### src/rtl/regfile_writeback_if.sv
// regfile_writeback_if: ALU/LSU result handshakes and the register-file write port
interface regfile_writeback_if #(
    parameter int XLEN = 32,
    parameter int REG_ADDR_W = 5
);
    logic alu_valid;
    logic alu_ready;
    logic [REG_ADDR_W-1:0] alu_rd;
    logic [XLEN-1:0] alu_data;
    logic lsu_valid;
    logic lsu_ready;
    logic [REG_ADDR_W-1:0] lsu_rd;
    logic [XLEN-1:0] lsu_data;
    logic wr_en;
    logic [REG_ADDR_W-1:0] wr_index;
    logic [XLEN-1:0] wr_data;
    modport master (
        output alu_valid, alu_rd, alu_data, lsu_valid, lsu_rd, lsu_data,
        input  alu_ready, lsu_ready, wr_en, wr_index, wr_data
    );
    modport slave (
        input  alu_valid, alu_rd, alu_data, lsu_valid, lsu_rd, lsu_data,
        output alu_ready, lsu_ready, wr_en, wr_index, wr_data
    );
endinterface

### src/rtl/regfile_writeback.sv
// regfile_writeback: arbitrates ALU/LSU results onto the register file write port
module regfile_writeback #(
    parameter int XLEN = 32,
    parameter int REG_ADDR_W = 5,
    parameter int ALU_FIFO_DEPTH = 2,
    localparam int CW = $clog2(ALU_FIFO_DEPTH) + 1
) (
    input  logic clk,
    input  logic reset_n,
    regfile_writeback_if.slave bus,
    output logic [31:0] pending_mask,
    output logic [CW-1:0] fifo_count
);
    localparam int PW = ALU_FIFO_DEPTH > 1 ? $clog2(ALU_FIFO_DEPTH) : 1;
    localparam logic [PW-1:0] LAST = PW'(ALU_FIFO_DEPTH - 1);
    localparam logic [CW-1:0] FULL = CW'(ALU_FIFO_DEPTH);

    logic up;
    logic [REG_ADDR_W-1:0] rd_mem [ALU_FIFO_DEPTH];
    logic [XLEN-1:0] data_mem [ALU_FIFO_DEPTH];
    logic [ALU_FIFO_DEPTH-1:0] vld;
    logic [PW-1:0] head, tail;
    logic alu_fire, lsu_fire, take_head, take_alu, push, sel;
    logic [REG_ADDR_W-1:0] sel_rd;
    logic [XLEN-1:0] sel_data;

    // up holds both readies low during reset and for the first edge after release
    assign bus.lsu_ready = up;
    assign bus.alu_ready = up && (fifo_count < FULL);
    assign alu_fire = bus.alu_valid && bus.alu_ready && (bus.alu_rd != '0);
    assign lsu_fire = bus.lsu_valid && bus.lsu_ready && (bus.lsu_rd != '0);
    assign take_head = !lsu_fire && (fifo_count != '0);
    assign take_alu = !lsu_fire && (fifo_count == '0) && alu_fire;
    assign push = alu_fire && !take_alu;
    assign sel = lsu_fire || take_head || take_alu;

    always_comb begin
        sel_rd = lsu_fire ? bus.lsu_rd : take_head ? rd_mem[head] : bus.alu_rd;
        sel_data = lsu_fire ? bus.lsu_data : take_head ? data_mem[head] : bus.alu_data;
    end

    always_comb begin
        pending_mask = '0;
        for (int i = 0; i < ALU_FIFO_DEPTH; i++)
            if (vld[i]) pending_mask[rd_mem[i]] = 1'b1;
        if (bus.wr_en) pending_mask[bus.wr_index] = 1'b1;
    end

    always_ff @(posedge clk) begin
        if (push) begin
            rd_mem[tail] <= bus.alu_rd;
            data_mem[tail] <= bus.alu_data;
        end
    end

    always_ff @(posedge clk or negedge reset_n) begin
        if (!reset_n) begin
            up <= 1'b0;
            vld <= '0;
            head <= '0;
            tail <= '0;
            fifo_count <= '0;
            bus.wr_en <= 1'b0;
            bus.wr_index <= '0;
            bus.wr_data <= '0;
        end else begin
            up <= 1'b1;
            bus.wr_en <= sel;
            if (sel) begin
                bus.wr_index <= sel_rd;
                bus.wr_data <= sel_data;
            end
            if (push) begin
                vld[tail] <= 1'b1;
                tail <= tail == LAST ? '0 : tail + 1'b1;
            end
            if (take_head) begin
                vld[head] <= 1'b0;
                head <= head == LAST ? '0 : head + 1'b1;
            end
            fifo_count <= fifo_count + CW'(push) - CW'(take_head);
        end
    end
endmodule

### src/flat_wrapper.sv
// flat-port wrapper written by rule: the top's interface ports become plain ports
module regfile_writeback_flat 
#(
    parameter int XLEN = 32,
    parameter int REG_ADDR_W = 5,
    parameter int ALU_FIFO_DEPTH = 2,
    localparam int CW = $clog2(ALU_FIFO_DEPTH) + 1
)
  (clk, reset_n, pending_mask, fifo_count, bus_alu_valid, bus_alu_rd, bus_alu_data, bus_lsu_valid, bus_lsu_rd, bus_lsu_data, bus_alu_ready, bus_lsu_ready, bus_wr_en, bus_wr_index, bus_wr_data);
  regfile_writeback_if #(.XLEN(XLEN), .REG_ADDR_W(REG_ADDR_W)) bus_i ();
  input  logic clk;
  input  logic reset_n;
  output logic [31:0] pending_mask;
  output logic [CW-1:0] fifo_count;
  input wire logic [$bits(bus_i.alu_valid)-1:0] bus_alu_valid;
  input wire logic [$bits(bus_i.alu_rd)-1:0] bus_alu_rd;
  input wire logic [$bits(bus_i.alu_data)-1:0] bus_alu_data;
  input wire logic [$bits(bus_i.lsu_valid)-1:0] bus_lsu_valid;
  input wire logic [$bits(bus_i.lsu_rd)-1:0] bus_lsu_rd;
  input wire logic [$bits(bus_i.lsu_data)-1:0] bus_lsu_data;
  output wire logic [$bits(bus_i.alu_ready)-1:0] bus_alu_ready;
  output wire logic [$bits(bus_i.lsu_ready)-1:0] bus_lsu_ready;
  output wire logic [$bits(bus_i.wr_en)-1:0] bus_wr_en;
  output wire logic [$bits(bus_i.wr_index)-1:0] bus_wr_index;
  output wire logic [$bits(bus_i.wr_data)-1:0] bus_wr_data;
  assign bus_i.alu_valid = bus_alu_valid;
  assign bus_i.alu_rd = bus_alu_rd;
  assign bus_i.alu_data = bus_alu_data;
  assign bus_i.lsu_valid = bus_lsu_valid;
  assign bus_i.lsu_rd = bus_lsu_rd;
  assign bus_i.lsu_data = bus_lsu_data;
  assign bus_alu_ready = bus_i.alu_ready;
  assign bus_lsu_ready = bus_i.lsu_ready;
  assign bus_wr_en = bus_i.wr_en;
  assign bus_wr_index = bus_i.wr_index;
  assign bus_wr_data = bus_i.wr_data;
  regfile_writeback #(.XLEN(XLEN), .REG_ADDR_W(REG_ADDR_W), .ALU_FIFO_DEPTH(ALU_FIFO_DEPTH)) u_core (.clk(clk), .reset_n(reset_n), .bus(bus_i), .pending_mask(pending_mask), .fifo_count(fifo_count));
endmodule
### config.mk
export PLATFORM = sky130hd
export DESIGN_NAME = regfile_writeback_flat
export DESIGN_NICKNAME = d
export VERILOG_FILES = /design/src/rtl/regfile_writeback_if.sv /design/src/rtl/regfile_writeback.sv /design/src/flat_wrapper.sv
export SDC_FILE = /design/constraint.sdc
export NUM_CORES = 1
export LEC_CHECK = 0
export ABC_AREA = 1
export CAP_MARGIN = 15
export CORE_MARGIN = 4
export CORE_UTILIZATION = 54
export DETAILED_ROUTE_END_ITERATION = 6
export HOLD_SLACK_MARGIN = 0.1
export PLACE_DENSITY = 0.88
export SYNTH_ARGS = -nofsm -noshare
export SYNTH_HDL_FRONTEND = slang
export SYNTH_SLANG_ARGS = --single-unit
### constraint.sdc
create_clock -name clk -period 5.7 [get_ports clk]
set_clock_uncertainty 0.15 [all_clocks]
set_input_delay 0.57 -clock clk [delete_from_list [all_inputs] [get_ports clk]]
set_output_delay 0.57 -clock clk [all_outputs]
set_load 0.02 [all_outputs]
# ---- After elaboration in Yosys (flattened, before gate mapping)
# Memory sizes are Yosys's and may differ from the RTL's.
# Cells that the tools add are included.
# W data, S select, Z words.
dict set report totals {
  memories 2
  ramBits 74
  ff_bits 45
  wordCells 75
}
dict set report op_classes {
  bitwise_logic 5
  n_addsub 4
  muxes 23
  order_cmp 11
  reduce_logical 22
}
# name depth word_bits read_ports rd_ports_with_merged_regs wr line
set mem_list {}
lappend mem_list {u_core.data_mem 2 32 1 0 1 regfile_writeback.sv:20} ;# logic [XLEN-1:0] data_mem [ALU_FIFO_DEPTH];
lappend mem_list {u_core.rd_mem 2 5 3 0 1 regfile_writeback.sv:19} ;# logic [REG_ADDR_W-1:0] rd_mem [ALU_FIFO_DEPTH];
# cell count
set ops {}
lappend ops {{$mux W32} 5}
lappend ops {{$or A32 B32 Y32} 2}
lappend ops {{$lt A5 B6 Y1 const B} 3}
lappend ops {{$demux W1 S5} 3}
lappend ops {{$ge A5 B1 Y1 const B} 3}
lappend ops {{$logic_and A1 B1 Y1} 14}
lappend ops {{$mux W5} 2}
lappend ops {{$reduce_bool A5 Y1} 2}
lappend ops {{$mux W1} 9}
lappend ops {{$lt A1 B2 Y1 const B} 2}
lappend ops {{$mux W2} 2}
lappend ops {{$add A1 B1 Y1 const B} 2}
lappend ops {{$add A2 B1 Y2} 1}
lappend ops {{$and A2 B2 Y2} 1}
lappend ops {{$demux W1 S1} 2}
lappend ops {{$ge A1 B1 Y1 const B} 2}
lappend ops {{$logic_not A1 Y1} 2}
lappend ops {{$logic_not A2 Y1} 1}
lappend ops {{$logic_or A1 B1 Y1} 2}
lappend ops {{$lt A2 B2 Y1 const B} 1}
lappend ops {{$not A2 Y2} 1}
lappend ops {{$or A2 B2 Y2} 1}
lappend ops {{$reduce_bool A2 Y1} 1}
lappend ops {{$sub A2 B1 Y2} 1}

# ---- Longest topological paths before layout
# Gate-level depths: netlist (run 1).
dict set report logic_depth {
  ltp_word 10
  ltp_mapped 9
}

# ---- Worst setup path after synthesis (run 1)
# Ideal clock, no wire load.
dict set report synth_timing {
  kind {input to register}
  startpoint {input bus_lsu_valid}
  endpoint {memory u_core.data_mem[0][0] (enable)}
  path_stages 7
  t_required_ns 5.158
  setup_slack_ns 3.277
  setup_time_ns 0.392
  arrival_time_ns 1.881
  path_cell_list {nand2_1 inv_1 nand2_2 buf_6 nand2_1 nand3_1 inv_1}
}
dict set report synth_between {
  elab_chain_len 9
}
# element line
set synth_rtl {}
lappend synth_rtl {{start, declared} flat_wrapper.sv:18} ;# input wire logic [$bits(bus_i.lsu_valid)-1:0] bus_lsu_valid;
lappend synth_rtl {{$logic_and A1 B1 Y1 (2 in series)} regfile_writeback.sv:31} ;# assign lsu_fire = bus.lsu_valid && bus.lsu_ready && (bus.lsu_rd != '0);
lappend synth_rtl {{$logic_not A1 Y1} regfile_writeback.sv:33} ;# assign take_alu = !lsu_fire && (fifo_count == '0) && alu_fire;
lappend synth_rtl {{$logic_and A1 B1 Y1 (2 in series)} regfile_writeback.sv:33}
lappend synth_rtl {{$logic_not A1 Y1} regfile_writeback.sv:34} ;# assign push = alu_fire && !take_alu;
lappend synth_rtl {{$logic_and A1 B1 Y1} regfile_writeback.sv:34}
lappend synth_rtl {{$mux W1} regfile_writeback.sv:50} ;# if (push) begin
lappend synth_rtl {{$mux W1 (not written as such)} regfile_writeback.sv:52} ;# data_mem[tail] <= bus.alu_data;
lappend synth_rtl {{end, declared} regfile_writeback.sv:20}
# Every way passes these cells.

==> results.json, run 1 <==
{
  "syn_area_um2": 6260,
  "ctsResizeCount": 0,
  "coreArea_um2": 11400,
  "power.leakage_nw": 3.70,
  "syn_nets": 864,
  "grt_pass1_wl_um": 28400,
  "tightest_slew_ns": 1.07,
  "vias": 6090,
  "first_iter_violations": 892,
  "syn_avg_cell_area_um2": 7.97,
  "track_usage": 0.272,
  "hold_buffers": 0,
  "ys_warn_count": 0,
  "syn-instance-count": 785,
  "layout_common_cells": "275 x nand2_1, 150 x clkdlybuf4s50_1, 113 x nand3_1",
  "htreeDepth": 4,
  "num_antenna_cells": 0,
  "final_antenna_net_count": 0,
  "wire_per_inst_um": 16.5,
  "setup_viol": 0,
  "peakVddDrop_v": 0.000405,
  "path_clk_slew_ns": 0.06,
  "cts_setup_buffers": 0,
  "power.total_mw": 4.08,
  "fin_ws_ns": 2.40,
  "failed_checks": "design-rule violations",
  "relSlewSlack": 0.285,
  "routed_wl_um": 17800,
  "fp.dieW_um": 116,
  "start_kind": "flop",
  "maxSlewViolCount": 0,
  "insertion_delay_ns": 0.41,
  "viasPerCell": 5.62,
  "nNetsFinal": 1006,
  "start_util": 0.550,
  "die_y_um": 116,
  "drtPass1Iterations": 7,
  "end_kind": "primary output",
  "portBuffers": 151,
  "worstSetupPathType": "reg2out",
  "cap_violations": 0,
  "rsz0062_at_grt": "no",
  "finalCriticalPeriod_ns": 3.30,
  "synth.distinct_cells": 24,
  "dp_hpwl_um": 11500,
  "grt_pass1_vias": 5742,
  "cts_buffers": 17,
  "place_congestion": 0.888,
  "fin_setup_tns_ns": 0,
  "arrival_ns": 2.58,
  "cts_tree": "yes",
  "synth_edf_count": 74,
  "ys_seq_elements": 119,
  "drive_gt1_frac": 0.0702,
  "synth-seq-area-share": 0.535,
  "ios": 152,
  "powerDensity_nw_per_um2": 491,
  "grt_start_max_net_pins": 53,
  "finalCritPeriodShare": 0.579,
  "crit_required_ns": 4.98,
  "cts_sinks": 119,
  "rows": 39,
  "max_freq_mhz": 303,
  "status": "complete, but fails checks",
  "holdCritPathClass": "in2async",
  "final_common_cell": "nand2_1",
  "hold_viol": 0,
  "synth_ff_type": "edfxtp_1",
  "clk_root_buffer_cell": "clkbuf_16",
  "dieArea_um2": 13400,
  "drc": 1,
  "grt-ovfl-total": 0,
  "worst-path-max-fanout": 8,
  "pre_cts_slack_ns": 2.19,
  "area_growth_syn_to_layout_pct": 33.0,
  "async_flop_share": 0.378,
  "antenna_found_initial": 0,
  "cts_buffer_depth": 2
}
-- registers in the layout, indices dropped and copies added (netlist names) --
signal,count
u_core.bus.wr_index,5
u_core.bus.wr_en,1
u_core.bus.wr_data,32
u_core.rd_mem,10
u_core.tail,1
u_core.head,1
u_core.bus.lsu_ready,1
u_core.fifo_count,2
u_core.vld,2
u_core.data_mem,64
-- cell type report --
class / count / area [µm²]
flip-flops and latches: 119 / 3350
fillers: 780 / 3050
multi-input cells: 553 / 2420
repair buffers: 156 / 1540
clock buffers: 19 / 443
inverters: 80 / 300
well taps: 143 / 179
clock inverters: 13 / 82.6
-- critical path: stages, from the launching register on --
cell	delay [ns]
edfxtp_1	0.43
nor3_1	0.87
nand2_1	0.10
nand3_1	0.15
clkdlybuf4s50_1	0.61
-- final timing paths --
| path | to | from | slack [ns] | cells past startpoint |
|---|---|---|---|---|
| min in group clk | u_core.bus.wr_data[15] | u_core.bus.wr_data[15] | 0.34 | 2 |
| worst min-delay path | u_core.bus.wr_data[15] | reset_n | 0.20 | 1 |
| max in group asynchronous | u_core.bus.wr_data[23] | reset_n | 4.52 | 1 |
| worst max-delay path | pending_mask[10] | u_core.rd_mem[1][0] | 2.40 | 4 |
| worst max register to register | u_core.fifo_count[1] | u_core.fifo_count[0] | 2.72 | 6 |
| worst min register to register | u_core.bus.wr_data[15] | u_core.bus.wr_data[15] | 0.34 | 2 |
-- stage by stage --
step                      hold slack (ns)  std cells  utilization  instance area, µm²
final                               0.202       1083        0.732                8320
after global routing                0.273       1083        0.732                8320
after CTS                           0.237       1083        0.732                8320
after detailed placement            0.326       1051        0.686                7790
after global placement              0.319       1051        0.686                7790
after floorplan                     0.124        785            -                6260
-- synth_stat cells (5+ instances only) --
cell type | number | area, µm²
buf_2 | 17 | 85.1
buf_4 | 6 | 45.0
clkbuf_1 | 5 | 18.8
dfrtp_1 | 45 | 1130
edfxtp_1 | 74 | 2220
inv_1 | 76 | 285
nand2_1 | 275 | 1030
nand3_1 | 113 | 566
nor2_1 | 47 | 176
nor3_1 | 31 | 155
o21ai_0 | 44 | 220
o21ai_1 | 9 | 45.0
or2_2 | 24 | 150
-- layer usage --
layer	global-route usage	up-vias	share of wire
li1	-	2837	-
met1	0.346	2808	0.39
met2	0.449	392	0.48
met3	0.0642	53	0.11
met4	0.117	0	0.029
met5	0	-	0
-- where the power goes --
group | switching, mW | internal, mW | leakage (nW)
registers | 0.143 | 1.15 | 1.20
logic | 1.16 | 0.687 | 2.26
clock network | 0.379 | 0.561 | 0.246
-- cells by family (layout without fill, tap and decap cells) --
| group | Yosys count | in the layout | share of synthesized area |
|---|---|---|---|
| AO/OA/AOI/OAI | 56 | 56 | 0.0452 |
| XOR/XNOR | 2 | 2 | 0.00280 |
| adder cells (fa/ha/maj) | 1 | 1 | 0.00200 |
| buffers and inverters | 113 | 268 | 0.0784 |
| flip-flops | 119 | 119 | 0.535 |
| other | 1 | 1 | 0.000599 |
| AND/OR/NAND/NOR | 493 | 493 | 0.336 |
No activity file was read; power rests on OpenSTA's default activity.
==> run 2: changes to the inputs <==
--- a/config.mk
+++ b/config.mk
@@ -8,10 +8,10 @@
 export ABC_AREA = 1
 export CAP_MARGIN = 15
 export CORE_MARGIN = 4
-export CORE_UTILIZATION = 54
+export CORE_UTILIZATION = 45
 export DETAILED_ROUTE_END_ITERATION = 6
 export HOLD_SLACK_MARGIN = 0.1
-export PLACE_DENSITY = 0.88
+export PLACE_DENSITY = 0.79
 export SYNTH_ARGS = -nofsm -noshare
 export SYNTH_HDL_FRONTEND = slang
 export SYNTH_SLANG_ARGS = --single-unit
==> constraint.sdc (replaced) <==
create_clock -name clk -period 3 [get_ports clk]
set_clock_uncertainty 0.15 [all_clocks]
set_input_delay 0.3 -clock clk [delete_from_list [all_inputs] [get_ports clk]]
set_output_delay 0.3 -clock clk [all_outputs]
set_load 0.02 [all_outputs]
==> run 2 against run 1 <==
Net effect:
- design area grew 2.9%
- count of clock-buffer cells in the layout shrank 1
- worst hold slack worse by 0.017 ns
- critical path depth up 1
- critical path type unchanged
- sequential share of layout area down 1.1 points
- the run now ends clean
- core utilization is 9.5 points lower
- combinational power is 90% higher
- final cell count grew 4.4%
- register-to-register slack lost 1.9 ns
- via count fell by 4.1%
==> results.json, run 2 (synthesis results as in run 1) <==
{
  "portBuffers": 151,
  "cts_tree": "yes",
  "place_congestion": 0.855,
  "fillers": 1134,
  "slowest_delay_ns": 0.61,
  "gr-usage-met1": 0.292,
  "clk_root_buffer_cell": "clkbuf_16",
  "antenna_found_initial": 0,
  "layout_common_cells": "275 x nand2_1, 150 x clkdlybuf4s50_1, 113 x nand3_1",
  "peakVddDrop_v": 0.000493,
  "fp.dieW_um": 126,
  "top_usage_layer": "met2",
  "final_util": 0.636,
  "holdCritPathClass": "in2async",
  "htreeDepth": 4,
  "top_register": "u_core.data_mem",
  "track_usage": 0.224,
  "hold_viol": 0,
  "grt_pass1_vias": 5515,
  "dieArea_um2": 15900,
  "path_clk_slew_ns": 0.06,
  "worstSetupPathType": "reg2out",
  "path_cells": "nand2_1, nor2_1, nand2_1, nand3_1, clkdlybuf4s50_1",
  "arrival_ns": 2.32,
  "r2r_cells": 6,
  "fin_setup_tns_ns": 0,
  "finalCriticalPeriod_ns": 2.77,
  "finalCritPeriodShare": 0.923,
  "vias": 5841,
  "cts_buffer_depth": 2,
  "met3_usage": 0.0677,
  "cp_slowest_cell": "clkdlybuf4s50_1",
  "ctsResizeCount": 0,
  "largest_reg_flops": 64,
  "rows": 42,
  "drtPass1Iterations": 5,
  "start_kind": "flop",
  "status": "finished clean",
  "rsz0062_at_grt": "no",
  "power.total_mw": 7.97,
  "register_area_um2": 3350,
  "start_util": 0.465,
  "drive_gt1_frac": 0.0869,
  "num_antenna_cells": 0,
  "cp_top_family": "simple AND/OR/NAND/NOR gates",
  "insertion_delay_ns": 0.42,
  "routed_wl_um": 17600,
  "wire_per_inst_um": 15.6,
  "crit_required_ns": 2.55,
  "first_iter_violations": 542,
  "coreArea_um2": 13500,
  "tightest_slew_ns": 0.705,
  "drc": 0,
  "cts_sinks": 119,
  "hold_ws_ns": 0.186,
  "powerDensity_nw_per_um2": 931,
  "power.leakage_nw": 3.83,
  "cts_buffers": 17,
  "final_antenna_net_count": 0,
  "ff2ff_setup_slack_ns": 0.83,
  "use_met2": 0.358,
  "final_common_cell": "nand2_1",
  "r2r-end": "u_core.bus.wr_data[26]",
  "r2r_start": "u_core.head",
  "dp_hpwl_um": 11700,
  "grt_start_max_net_pins": 50,
  "grt_pass1_wl_um": 28400,
  "viasPerCell": 5.16,
  "relSlewSlack": 0.528,
  "nNetsFinal": 1021,
  "final_cells": 1131,
  "area_growth_syn_to_layout_pct": 36.8,
  "max_freq_mhz": 361,
  "end_kind": "primary output",
  "cap_violations": 0,
  "setup_viol": 0,
  "grt-ovfl-total": 0,
  "ios": 152,
  "worst-path-max-fanout": 8,
  "path_buf_inv": 1,
  "top_regs": "u_core.data_mem: 64 flops, u_core.bus.wr_data: 32 flops, u_core.rd_mem: 10 flops",
  "cpMostUsedCell": "nand2_1",
  "die_y_um": 126,
  "dp_cells": 1097,
  "multiInputGateArea_um2": 2420,
  "maxSlewViolCount": 0
}
## run 2: worst max path at each step
| stage | startpoint | end | cells past startpoint |
|---|---|---|---|
| 2_1_floorplan | u_core.bus.lsu_ready | u_core.data_mem[0][0] | 7 |
| 3_3_place_gp | bus_alu_rd[3] | u_core.data_mem[1][6] | 8 |
| 3_5_place_dp | bus_alu_rd[3] | u_core.data_mem[1][17] | 8 |
| 4_1_cts | u_core.bus.wr_index[4] | pending_mask[27] | 5 |
| 5_1_grt | u_core.rd_mem[1][2] | pending_mask[15] | 5 |
| 6_report | u_core.rd_mem[1][0] | pending_mask[21] | 5 |
## run 2: area by class of cell
class / instances / share of cell area
tap: 176 / 0.0257
clock buffer: 18 / 0.0513
clock inverter: 14 / 0.0156
sequential: 119 / 0.391
timing repair buffer: 171 / 0.198
inverter: 80 / 0.0351
multi-input combinational: 553 / 0.283
## run 2: repair_timing
action	4_1_cts	5_1_grt
buffers inserted	0	0
hold endpoints to repair	45	0
hold buffers	1	0
## run 2: layer usage
metal  part of all wire  vias up
met2               0.47      295
met5                  0        -
met4              0.020        0
met3              0.089       27
li1                   -     2854
met1               0.42     2665
## run 2: power breakdown
part	internal [mW]	leakage [nW]	total (mW)	switching [mW]
combinational	1.38	2.35	3.52	2.15
clock	1.23	0.280	1.96	0.727
sequential	2.19	1.20	2.49	0.302
total	4.80	3.83	7.97	3.18
## run 2: metrics by stage
stage | cell area, µm² | setup slack (ns)
after floorplan | 6260 | 0.661
after global placement | 7960 | 0.667
after detailed placement | 7960 | 0.623
after CTS | 8540 | 0.262
after global routing | 8560 | 0.0671
final | 8560 | 0.232
==> run 3: changes to the inputs <==
--- a/config.mk
+++ b/config.mk
@@ -12,6 +12,7 @@
 export DETAILED_ROUTE_END_ITERATION = 6
 export HOLD_SLACK_MARGIN = 0.1
 export PLACE_DENSITY = 0.79
+export REMOVE_ABC_BUFFERS = 1
 export SYNTH_ARGS = -nofsm -noshare
 export SYNTH_HDL_FRONTEND = slang
 export SYNTH_SLANG_ARGS = --single-unit
==> run 3 against run 2 <==
Net effect:
- via count is 0.99% higher
- critical path depth unchanged
- first-iteration DRC count fell by 6.6%
- design area up 0.48%
- core utilization up 0.31 points
- highest routed layer unchanged
- largest cell class unchanged
- largest power group unchanged
==> results.json, run 3 (synthesis results as in run 1) <==
{
  "powerDensity_nw_per_um2": 945,
  "r2r-end": "u_core.fifo_count[1]",
  "peakVddDrop_v": 0.000592,
  "cts_buffers": 17,
  "power.leakage_nw": 3.84,
  "dp_hpwl_um": 12400,
  "rsz0062_at_grt": "no",
  "largest_reg_flops": 64,
  "hold_ws_ns": 0.271,
  "relSlewSlack": 0.487,
  "path_clk_slew_ns": 0.05,
  "r2r_cells": 6,
  "final_util": 0.640,
  "antenna_found_initial": 0,
  "grt_pass1_vias": 5856,
  "viasPerCell": 5.22,
  "status": "finished clean",
  "wire_per_inst_um": 16.0,
  "top_register": "u_core.data_mem",
  "pwr-share-comb": 0.432,
  "slowest_delay_ns": 0.61,
  "drive_gt1_frac": 0.0860,
  "grt_start_max_net_pins": 46,
  "holdCritPathClass": "in2async",
  "cts_tree": "yes",
  "fp.dieW_um": 126,
  "finalCriticalPeriod_ns": 2.82,
  "area_growth_syn_to_layout_pct": 37.5,
  "hold_viol": 0,
  "clk_root_buffer_cell": "clkbuf_16",
  "maxSlewViolCount": 0,
  "crit_cells": 5,
  "grt-ovfl-total": 0,
  "power.total_mw": 8.13,
  "grt_pass1_wl_um": 29300,
  "first_iter_violations": 506,
  "top_regs": "u_core.data_mem: 64 flops, u_core.bus.wr_data: 32 flops, u_core.rd_mem: 10 flops",
  "drc": 0,
  "finalCritPeriodShare": 0.939,
  "portBuffers": 151,
  "fillers": 1149,
  "final_antenna_net_count": 0,
  "insertion_delay_ns": 0.41,
  "start_kind": "flop",
  "rows": 42,
  "path_cells": "inv_1, nor3_1, nand2_1, nand3_1, clkdlybuf4s50_1",
  "die_y_um": 126,
  "path_buf_inv": 2,
  "ios": 152,
  "final_common_cell": "nand2_1",
  "place_congestion": 0.868,
  "cp_top_family": "simple AND/OR/NAND/NOR gates",
  "p_seq_frac": 0.306,
  "setup_viol": 0,
  "ff2ff_setup_slack_ns": 0.87,
  "dieArea_um2": 15900,
  "layout_common_cells": "275 x nand2_1, 150 x clkdlybuf4s50_1, 113 x nand3_1",
  "cts_sinks": 119,
  "p_int_mw": 4.97,
  "switchingPower_mw": 3.16,
  "routed_wl_um": 18100,
  "max_freq_mhz": 355,
  "drtPass1Iterations": 5,
  "nNetsFinal": 1020,
  "end_kind": "primary output",
  "htreeDepth": 4,
  "critPathCapture": "pending_mask[11]",
  "arrival_ns": 2.37,
  "worstSetupPathType": "reg2out",
  "cp_slowest_cell": "clkdlybuf4s50_1",
  "crit_required_ns": 2.55,
  "tightest_slew_ns": 0.768,
  "cap_violations": 0,
  "startpoint": "u_core.bus.wr_index[3]",
  "start_util": 0.465,
  "vias": 5899,
  "cts_buffer_depth": 2,
  "track_usage": 0.228,
  "r2r_start": "u_core.fifo_count[0]",
  "worst-path-max-fanout": 7,
  "swShare": 0.389,
  "coreArea_um2": 13500,
  "power_frac_clock": 0.261,
  "num_antenna_cells": 0
}
## run 3: power groups by stage
| stage | sequential (mW) | combinational [mW] | clock (mW) |
|---|---|---|---|
| final | 2.49 | 3.52 | 2.12 |
| after global routing | 2.54 | 3.88 | 2.22 |
| after CTS | 2.49 | 3.53 | 2.14 |
| after detailed placement | 2.50 | 3.51 | 0 |
| after global placement | 2.50 | 3.44 | 0 |
| after floorplan | 2.81 | 1.61 | 0 |
## run 3: final cells by class
class / instances / area, µm² / share of cell area
clock inverter: 12 / 175 / 0.0204
multi-input combinational: 553 / 2420 / 0.282
sequential: 119 / 3350 / 0.389
inverter: 80 / 300 / 0.0349
timing repair buffer: 170 / 1690 / 0.196
tap: 176 / 220 / 0.0256
clock buffer: 20 / 447 / 0.0519
## run 3: worst reg2reg max path, cell delays in order, from the launching register on
cell and delay (ns):
dfrtp_1 0.42, nor2_4 0.10, inv_2 0.57, nand2_1 0.23, xor2_1 0.19, ha_1 0.19
xor2_1 0.16
## run 3: layer usage
metal  share of wire  vias up  track usage
met5               0        -            0
met4           0.019        0       0.0744
met3           0.081       35       0.0614
met2            0.48      269        0.386
met1            0.42     2740        0.284
li1                -     2855            -
## run 3: what timing repair did
action,CTS,global route
buffers inserted,0,0
hold buffers,1,0
resized for setup,0,0
endpoints found under the hold margin,45,0
## run 3: worst min path at each step
stage / slack (ns) / to / cells after the start / from
2_1_floorplan: -0.15 / u_core.bus.lsu_ready / 0 / reset_n
3_3_place_gp: 0.32 / u_core.bus.wr_data[12] / 2 / u_core.bus.wr_data[12]
3_5_place_dp: 0.33 / u_core.bus.wr_data[11] / 2 / u_core.bus.wr_data[11]
4_1_cts: 0.34 / u_core.bus.wr_data[11] / 2 / u_core.bus.wr_data[11]
5_1_grt: 0.32 / u_core.bus.wr_data[9] / 2 / reset_n
6_report: 0.27 / u_core.bus.wr_data[9] / 2 / reset_n
## run 3: stage by stage
| step | cells | instance area (µm²) | TNS (ns) | setup slack [ns] |
|---|---|---|---|---|
| finish | 1130 | 8600 | 0 | 0.183 |
| global route | 1130 | 8600 | 0 | 0.0511 |
| CTS | 1129 | 8580 | 0 | 0.242 |
| detailed placement | 1096 | 7950 | 0 | 0.567 |
| global placement | 1096 | 7950 | 0 | 0.603 |
| floorplan | 752 | 6070 | -0.0294 | -0.0294 |
